## config.mk

```make
export PLATFORM = sky130hd
export DESIGN_NAME = app_tot_timestamper_flat
export DESIGN_NICKNAME = d
export VERILOG_FILES = /design/src/rtl/app_pkg.sv /design/src/rtl/app_tot_timestamper_if.sv /design/src/rtl/app_evt_fifo.sv /design/src/rtl/app_tot_timestamper.sv /design/src/flat_wrapper.sv
export SDC_FILE = /design/constraint.sdc
export NUM_CORES = 1
export LEC_CHECK = 0
export BUFFER_PORTS_ARGS = -buffer_cell sky130_fd_sc_hd__buf_2
export CAP_MARGIN = 30
export CORE_ASPECT_RATIO = 0.6
export CORE_MARGIN = 4
export CORE_UTILIZATION = 45
export CTS_CLUSTER_DIAMETER = 150
export DETAILED_ROUTE_END_ITERATION = 10
export GPL_TIMING_DRIVEN = 0
export SLEW_MARGIN = 20
export SYNTH_ARGS = -nofsm -noshare
export SYNTH_HDL_FRONTEND = slang
export SYNTH_SLANG_ARGS = --single-unit
```

## constraint.sdc

```tcl
create_clock -name clk -period 7.3 [get_ports clk]
set_input_delay 0.365 -clock clk [delete_from_list [all_inputs] [get_ports clk]]
set_output_delay 0.365 -clock clk [all_outputs]
set_load 0.03 [all_outputs]
```

## src/rtl/app_pkg.sv

```systemverilog
// Shared definitions for the APP channel TOT timestamper: constants,
// the FIFO record layout and the pairing FSM state encoding.
package app_pkg;

    localparam int APP_NSLOT = 8;
    localparam int SLOT_W    = 3;
    localparam int TS_W      = 16;
    localparam int WIDTH_W   = 12;
    localparam logic [WIDTH_W-1:0] WIDTH_SAT = 12'hFFF;

    // One TOT record; packs to [31] to_flag, [30:28] slot, [27:16] width, [15:0] t_rise
    typedef struct packed {
        logic                to_flag;
        logic [SLOT_W-1:0]   slot;
        logic [WIDTH_W-1:0]  width;
        logic [TS_W-1:0]     t_rise;
    } app_evt_t;

    typedef enum logic {
        IDLE = 1'b0,
        OPEN = 1'b1
    } app_state_t;

    // Clamp a raw 16-bit timestamp difference into the 12-bit width field
    function automatic logic [WIDTH_W-1:0] sat_width(input logic [TS_W-1:0] diff);
        logic [WIDTH_W-1:0] res;
        if (diff > TS_W'(WIDTH_SAT)) begin
            res = WIDTH_SAT;
        end else begin
            res = diff[WIDTH_W-1:0];
        end
        return res;
    endfunction

endpackage

```

## src/rtl/app_tot_timestamper_if.sv

```systemverilog
// Readout-side bundle: show-ahead record port plus the pop request.
interface app_tot_timestamper_if;
    import app_pkg::*;

    logic     read_en;
    logic     evt_valid;
    app_evt_t evt_data;
    logic     fifo_full;

    modport master (output read_en, input evt_valid, input evt_data, input fifo_full);
    modport slave  (input read_en, output evt_valid, output evt_data, output fifo_full);

endinterface

```

## src/rtl/app_evt_fifo.sv

```systemverilog
// Synchronous show-ahead record FIFO. The head is visible whenever it is
// valid; a push into a full FIFO succeeds only when a pop frees the slot in
// the same cycle, otherwise it is dropped and flagged for one cycle.
module app_evt_fifo
    import app_pkg::*;
#(
    parameter int  DEPTH = 8,
    parameter type T     = app_evt_t
) (
    input  logic clk,
    input  logic rst_init,
    input  logic i_push,
    input  T     i_data,
    input  logic i_pop,
    output T     o_data,
    output logic o_valid,
    output logic o_full,
    output logic o_drop
);

    localparam int AW = (DEPTH > 1) ? $clog2(DEPTH) : 1;
    localparam int CW = $clog2(DEPTH + 1);

    T               r_mem [DEPTH];
    logic [AW-1:0]  r_wptr;
    logic [AW-1:0]  r_rptr;
    logic [CW-1:0]  r_count;
    logic           r_valid;
    logic           r_full;
    logic           w_pop;
    logic           w_push;
    logic [CW-1:0]  w_count_nxt;

    assign w_pop   = i_pop & r_valid;
    assign w_push  = i_push & (~r_full | w_pop);
    assign o_drop  = i_push & r_full & ~w_pop;
    assign o_valid = r_valid;
    assign o_full  = r_full;
    assign o_data  = r_valid ? r_mem[r_rptr] : T'('0);

    // Occupancy after this cycle's push/pop
    always_comb begin
        w_count_nxt = r_count;
        if (w_push && !w_pop) begin
            w_count_nxt = r_count + CW'(1);
        end else if (w_pop && !w_push) begin
            w_count_nxt = r_count - CW'(1);
        end else begin
            w_count_nxt = r_count;
        end
    end

    // Pointers, occupancy and the registered valid/full flags
    always_ff @(posedge clk) begin
        if (rst_init) begin
            r_wptr  <= '0;
            r_rptr  <= '0;
            r_count <= '0;
            r_valid <= 1'b0;
            r_full  <= 1'b0;
        end else begin
            if (w_push) begin
                r_wptr <= r_wptr + AW'(1);
            end
            if (w_pop) begin
                r_rptr <= r_rptr + AW'(1);
            end
            r_count <= w_count_nxt;
            r_valid <= (w_count_nxt != CW'(0));
            r_full  <= (w_count_nxt == CW'(DEPTH));
        end
    end

    // Storage write; contents need no reset because reads are gated by valid
    always_ff @(posedge clk) begin
        if (w_push) begin
            r_mem[r_wptr] <= i_data;
        end
    end

endmodule

```

## src/rtl/app_tot_timestamper.sv

```systemverilog
// Timestamps the synchronized TAC front/back pulses of one APP channel,
// pairs them in slot order into TOT records, and closes a slot that stays
// open too long by pulsing the channel's timeout input.
module app_tot_timestamper
    import app_pkg::*;
#(
    parameter int TIMEOUT_CYC = 1000,
    parameter int FIFO_DEPTH  = 8
) (
    input  logic                 clk,
    input  logic                 rst_init,
    input  logic [APP_NSLOT-1:0] VP_front,
    input  logic [APP_NSLOT-1:0] VP_back,
    output logic                 timeout,
    output logic                 overflow,
    output logic                 seq_err,
    app_tot_timestamper_if.slave rd
);

    localparam logic [WIDTH_W-1:0] TO_LAST  = WIDTH_W'(TIMEOUT_CYC - 1);
    localparam logic [WIDTH_W-1:0] TO_WIDTH =
        (TIMEOUT_CYC > 4095) ? WIDTH_SAT : WIDTH_W'(TIMEOUT_CYC);

    logic [2*APP_NSLOT-1:0] w_raw;
    logic [2*APP_NSLOT-1:0] w_det;
    logic [APP_NSLOT-1:0]   w_f_det;
    logic [APP_NSLOT-1:0]   w_b_det;
    logic [APP_NSLOT-1:0]   w_exp_mask;

    app_state_t             r_state;
    app_state_t             w_state_nxt;
    logic [SLOT_W-1:0]      r_exp;
    logic [SLOT_W-1:0]      w_exp_nxt;
    logic [TS_W-1:0]        r_trise;
    logic [TS_W-1:0]        w_trise_nxt;
    logic [WIDTH_W-1:0]     r_cnt;
    logic [WIDTH_W-1:0]     w_cnt_nxt;
    logic [TS_W-1:0]        r_ts;
    logic                   r_seq_err;
    logic                   r_overflow;

    logic                   w_push;
    app_evt_t               w_rec;
    logic                   w_timeout;
    logic                   w_seq_set;
    logic                   w_drop;

    assign w_raw = {VP_back, VP_front};

    for (genvar g = 0; g < 2*APP_NSLOT; g++) begin : g_sync
        logic [2:0] r_sh;
        // Two-stage synchronizer plus one history stage for rising-edge detection
        always_ff @(posedge clk) begin
            if (rst_init) begin
                r_sh <= 3'b000;
            end else begin
                r_sh <= {r_sh[1:0], w_raw[g]};
            end
        end
        assign w_det[g] = r_sh[1] & ~r_sh[2];
    end

    assign w_f_det    = w_det[APP_NSLOT-1:0];
    assign w_b_det    = w_det[2*APP_NSLOT-1:APP_NSLOT];
    assign w_exp_mask = APP_NSLOT'(1) << r_exp;

    // Pairing FSM: opens the expected slot on its front, closes it on its back or on timeout
    always_comb begin
        w_state_nxt = r_state;
        w_exp_nxt   = r_exp;
        w_trise_nxt = r_trise;
        w_cnt_nxt   = r_cnt;
        w_push      = 1'b0;
        w_rec       = '0;
        w_timeout   = 1'b0;
        w_seq_set   = 1'b0;
        case (r_state)
            IDLE: begin
                w_seq_set = |(w_f_det & ~w_exp_mask);
                if (w_f_det[r_exp]) begin
                    if (w_b_det[r_exp]) begin
                        // Front and back in one cycle: zero-width record, slot never opens
                        w_push    = 1'b1;
                        w_rec     = '{to_flag: 1'b0, slot: r_exp, width: '0, t_rise: r_ts};
                        w_exp_nxt = r_exp + SLOT_W'(1);
                    end else begin
                        w_state_nxt = OPEN;
                        w_trise_nxt = r_ts;
                        w_cnt_nxt   = '0;
                    end
                end else begin
                    w_state_nxt = IDLE;
                end
            end
            OPEN: begin
                w_seq_set = |w_f_det;
                w_cnt_nxt = r_cnt + WIDTH_W'(1);
                if (w_b_det[r_exp]) begin
                    // A back in the final cycle still beats the timeout
                    w_push      = 1'b1;
                    w_rec       = '{to_flag: 1'b0, slot: r_exp,
                                    width: sat_width(r_ts - r_trise), t_rise: r_trise};
                    w_exp_nxt   = r_exp + SLOT_W'(1);
                    w_state_nxt = IDLE;
                end else if (r_cnt == TO_LAST) begin
                    w_timeout   = 1'b1;
                    w_push      = 1'b1;
                    w_rec       = '{to_flag: 1'b1, slot: r_exp, width: TO_WIDTH, t_rise: r_trise};
                    w_exp_nxt   = r_exp + SLOT_W'(1);
                    w_state_nxt = IDLE;
                end else begin
                    w_state_nxt = OPEN;
                end
            end
            default: begin
                w_state_nxt = IDLE;
            end
        endcase
    end

    // FSM state, expected slot, rise timestamp and open-time counter
    always_ff @(posedge clk) begin
        if (rst_init) begin
            r_state <= IDLE;
            r_exp   <= '0;
            r_trise <= '0;
            r_cnt   <= '0;
        end else begin
            r_state <= w_state_nxt;
            r_exp   <= w_exp_nxt;
            r_trise <= w_trise_nxt;
            r_cnt   <= w_cnt_nxt;
        end
    end

    // Free-running timestamp, wraps naturally at 16 bits
    always_ff @(posedge clk) begin
        if (rst_init) begin
            r_ts <= '0;
        end else begin
            r_ts <= r_ts + TS_W'(1);
        end
    end

    // Sticky error flags, cleared only by reset
    always_ff @(posedge clk) begin
        if (rst_init) begin
            r_seq_err  <= 1'b0;
            r_overflow <= 1'b0;
        end else begin
            r_seq_err  <= r_seq_err | w_seq_set;
            r_overflow <= r_overflow | w_drop;
        end
    end

    app_evt_fifo #(
        .DEPTH (FIFO_DEPTH),
        .T     (app_evt_t)
    ) u_fifo (
        .clk      (clk),
        .rst_init (rst_init),
        .i_push   (w_push),
        .i_data   (w_rec),
        .i_pop    (rd.read_en),
        .o_data   (rd.evt_data),
        .o_valid  (rd.evt_valid),
        .o_full   (rd.fifo_full),
        .o_drop   (w_drop)
    );

    // A reset cycle must never present a timeout to the analog channel
    assign timeout  = w_timeout & ~rst_init;
    assign overflow = r_overflow;
    assign seq_err  = r_seq_err;

endmodule

```

## src/flat_wrapper.sv

```systemverilog
// flat-port wrapper written by rule: the top's interface ports become plain ports
module app_tot_timestamper_flat import app_pkg::*;
#(
    parameter int TIMEOUT_CYC = 1000,
    parameter int FIFO_DEPTH  = 8
)
  (clk, rst_init, VP_front, VP_back, timeout, overflow, seq_err, rd_read_en, rd_evt_valid, rd_evt_data, rd_fifo_full);
  app_tot_timestamper_if rd_i ();
  input  logic clk;
  input  logic rst_init;
  input  logic [APP_NSLOT-1:0] VP_front;
  input  logic [APP_NSLOT-1:0] VP_back;
  output logic timeout;
  output logic overflow;
  output logic seq_err;
  input wire logic [$bits(rd_i.read_en)-1:0] rd_read_en;
  output wire logic [$bits(rd_i.evt_valid)-1:0] rd_evt_valid;
  output wire logic [$bits(rd_i.evt_data)-1:0] rd_evt_data;
  output wire logic [$bits(rd_i.fifo_full)-1:0] rd_fifo_full;
  assign rd_i.read_en = rd_read_en;
  assign rd_evt_valid = rd_i.evt_valid;
  assign rd_evt_data = rd_i.evt_data;
  assign rd_fifo_full = rd_i.fifo_full;
  app_tot_timestamper #(.TIMEOUT_CYC(TIMEOUT_CYC), .FIFO_DEPTH(FIFO_DEPTH)) u_core (.clk(clk), .rst_init(rst_init), .VP_front(VP_front), .VP_back(VP_back), .timeout(timeout), .overflow(overflow), .seq_err(seq_err), .rd(rd_i));
endmodule
```

==> flow_summary_export.csv <==
group,metric,value,unit
yosys,ys_ff_latch,369,
detailed_routing,drc_errors,0,
min_path,hp-class,"input port to flip-flop",
cells_and_area,syn_to_final_growth,16.1,%
critical_path,path_max_fanout,10,
clocking,numCtsBuffers,36,
timing,setup_tns,0,ns
yosys,synth_area_per_cell,14.7,um^2
yosys,synth_area_leader_cell,"edfxtp_1",
power,ir_drop,0.146,mV
critical_path,cp.arrival,4.36,ns
detailed_routing,via_count,8922,
critical_path,end_kind,"flip-flop",
yosys,synthArstFlopShare,0,%
yosys,synthTopCellsByCount,"edfxtp_1, dfxtp_1, nor2b_1",
yosys,netlist-cell-type-count,67,
clocking,clock_latency,0.53,ns
critical_path,path_class,"flip-flop to flip-flop",
yosys,synth_fp_nets,1092,
detailed_routing,vias_per_cell,5.37,
global_routing,grt_start_max_net_pins,19,
yosys,ys.flop_type,"edfxtp_1",
power,p_per_area,265,nW/um^2
clocking,cts.path.max_buffers,3,
yosys,yosysMostFrequentCell,"edfxtp_1",
floorplan,fp.dieH,151,um
clocking,post_cts_buffers,0,
critical_path,r2r_setup_slack,3.18,ns
floorplan,rows,52,
critical_path,critPathLaunchType,"flip-flop",
global_routing,grt_pass1_wl,52000,um
global_routing,gr-total-overflow,0,
run_status,outcome,"completed",
cells_and_area,final_layout_size_suffix_gt1_share,21.1,%
floorplan,fp.coreArea,33600,um^2
yosys,synth_edf_count,256,
place,gp_congestion,0.840,
detailed_routing,wl_per_cell,20.2,um
cells_and_area,antennaDiodeCount,0,
power,p_leak,6.34,nW
place,port_buffers,54,
detailed_routing,first_iter_violations,819,
clocking,cts_hold_buf,0,
global_routing,grt_pass1_vias,8589,
yosys,synth.top_cell.area_share,50.1,%
clocking,h-tree-depth,2,
global_routing,antenna_found_initial,0,
floorplan,io_pins,56,
timing,slew_violations,0,
cells_and_area,fin_nets,1224,
timing,finalWorstPathRequiredPeriod,4.12,ns
timing,timing.final.crit_share,56.5,%
clocking,root_buffer,"clkbuf_16",
detailed_routing,drtPass1Iterations,7,
cells_and_area,nFillCells,2849,
detailed_routing,antenna_left,0,
floorplan,die-area,37200,um^2
clocking,clk_pin_slew_worst_paths,0.06,ns
clocking,cts-resized-gates,0,
timing,slew-limit-headroom,37.0,%
timing,fmax,243,MHz
yosys,yosysWarnings,0,
floorplan,die_w,246,um
yosys,syn_inst,1044,
timing,tightest_slew,0.935,ns
yosys,yosysSeqAreaShare,64.9,%
place,dpl.hpwl,23500,um
cells_and_area,finish.utilization,52.9,%
global_routing,grt_usage,18.6,%
detailed_routing,wl,33600,um
run,maxCapViolCount,0,
clocking,cts_sinks,369,
clocking,cts_tree,"done",
timing,rsz0062_at_grt,"false",
yosys,synthTopCellsByArea,"edfxtp_1, dfxtp_1, mux4_2, nor2b_1, mux2i_1",
floorplan,initial_core_util,45.6,%
timing,skew,0.0113,ns
critical_path,worstPathRequired,7.54,ns
yosys,syn_area,15300,um^2
timing,setup_viol,0,
timing,final_hold_viol_count,0,
## layout make-up
cell class | count | area (um^2) | share of cell area (%)
buffer | 48 | 190 | 1.07
clock buffer | 44 | 992 | 5.57
multi-input combinational | 603 | 5150 | 28.9
inverter | 24 | 90.1 | 0.506
clock inverter | 21 | 215 | 1.21
tap | 459 | 574 | 3.23
sequential | 369 | 9950 | 55.9
timing repair buffer | 94 | 644 | 3.62
## logic make-up after synthesis
| group | synth area share, % |
|---|---|
| buffers and inverters | 1.83 |
| AOI/OAI and AO/OA | 4.93 |
| adders and majority gates | 2.42 |
| xor gates and xnor gates | 2.06 |
| muxes | 13.2 |
| DFF | 64.9 |
| and+or+nand+nor | 10.6 |
## stage by stage
step / setup slack, ns / std cells / power, W / hold slack, ns / area, um^2
after global placement: -2.36 / 1557 / 0.00285 / 0.419 / 16200
final: 3.18 / 1662 / 0.00471 / 0.0404 / 17800
after detailed placement: 3.15 / 1588 / 0.00286 / 0.424 / 16500
after global routing: 2.95 / 1662 / 0.00491 / 0.0340 / 17800
after floorplan: 1.85 / 1044 / 0.00270 / 0.414 / 15300
after CTS: 3.13 / 1653 / 0.00476 / 0.0188 / 17700
## state kept, by name, summed over array words and instances (netlist names), named ones only
register               cells
u_core.u_fifo.r_mem      256
u_core.g_sync.r_sh        48
u_core.r_trise            16
u_core.r_ts               16
u_core.r_cnt              12
u_core.u_fifo.r_count      4
u_core.r_exp               3
u_core.u_fifo.r_rptr       3
u_core.u_fifo.r_wptr       3
u_core.overflow            1
u_core.r_state             1
u_core.seq_err             1
u_core.u_fifo.o_full       1
u_core.u_fifo.o_valid      1
## cell usage in the layout (no fill, tap or decap), drive strengths merged, types with 3 or more instances in the layout
cell and n:
xor2 23, or2 6, a21o 8, or4 4, bufinv 4, a31oi 11
mux2i 51, nor3 12, inv 26, nor4 3, a211oi 4, ha 28
clkinv 13, nand4 6, nand2 44, and4 3, or3 4, nor2 75
o21a 3, o21ai 24, buf 112, and3 5, a21oi 35, nor3b 4
dfxtp 113, xnor2 13, mux4 67, a22oi 3, nand3 16, nand3b 5
and2 7, clkbuf 74, nand2b 16, nor2b 93, edfxtp 256
## critical path: stages (launching register included)
cell and delay, ns:
dfxtp_1 0.55, inv_2 0.16, mux4_2 0.53, a211o_1 0.41, a21boi_4 0.34, and2_4 0.24
nand2_1 0.22, nor3_2 0.61, buf_6 0.24, buf_4 0.20, buf_6 0.17, buf_6 0.14
## power by group
part / internal (W) / switching, W
clock network: 0.00111 / 0.000781
registers: 0.00224 / 0.0000174
logic: 0.000234 / 0.000331
total: 0.00358 / 0.00113
## routing by layer
metal / track usage (%) / part of all wire [%] / routed length (um)
met1: 29.7 / 50 / 16800
met2: 26.3 / 42 / 14000
met3: 3.64 / 6.9 / 2300
met4: 3.88 / 1.6 / 531
met5: 0 / 0 / 0
## path summary, 6_finish.rpt
check / from / end / cells past startpoint
max: u_core.r_exp[0]$_SDFFE_PP0P_ / u_core.u_fifo.r_mem[2][21]$_DFFE_PP_ / 11
min: VP_back[3] / u_core.g_sync[11].r_sh[0]$_SDFF_PP0_ / 2
max reg2reg: u_core.r_exp[0]$_SDFFE_PP0P_ / u_core.u_fifo.r_mem[2][21]$_DFFE_PP_ / 11
min reg2reg: u_core.g_sync[11].r_sh[0]$_SDFF_PP0_ / u_core.g_sync[11].r_sh[1]$_SDFF_PP0_ / 1
Power figures use the tool's default switching activity.
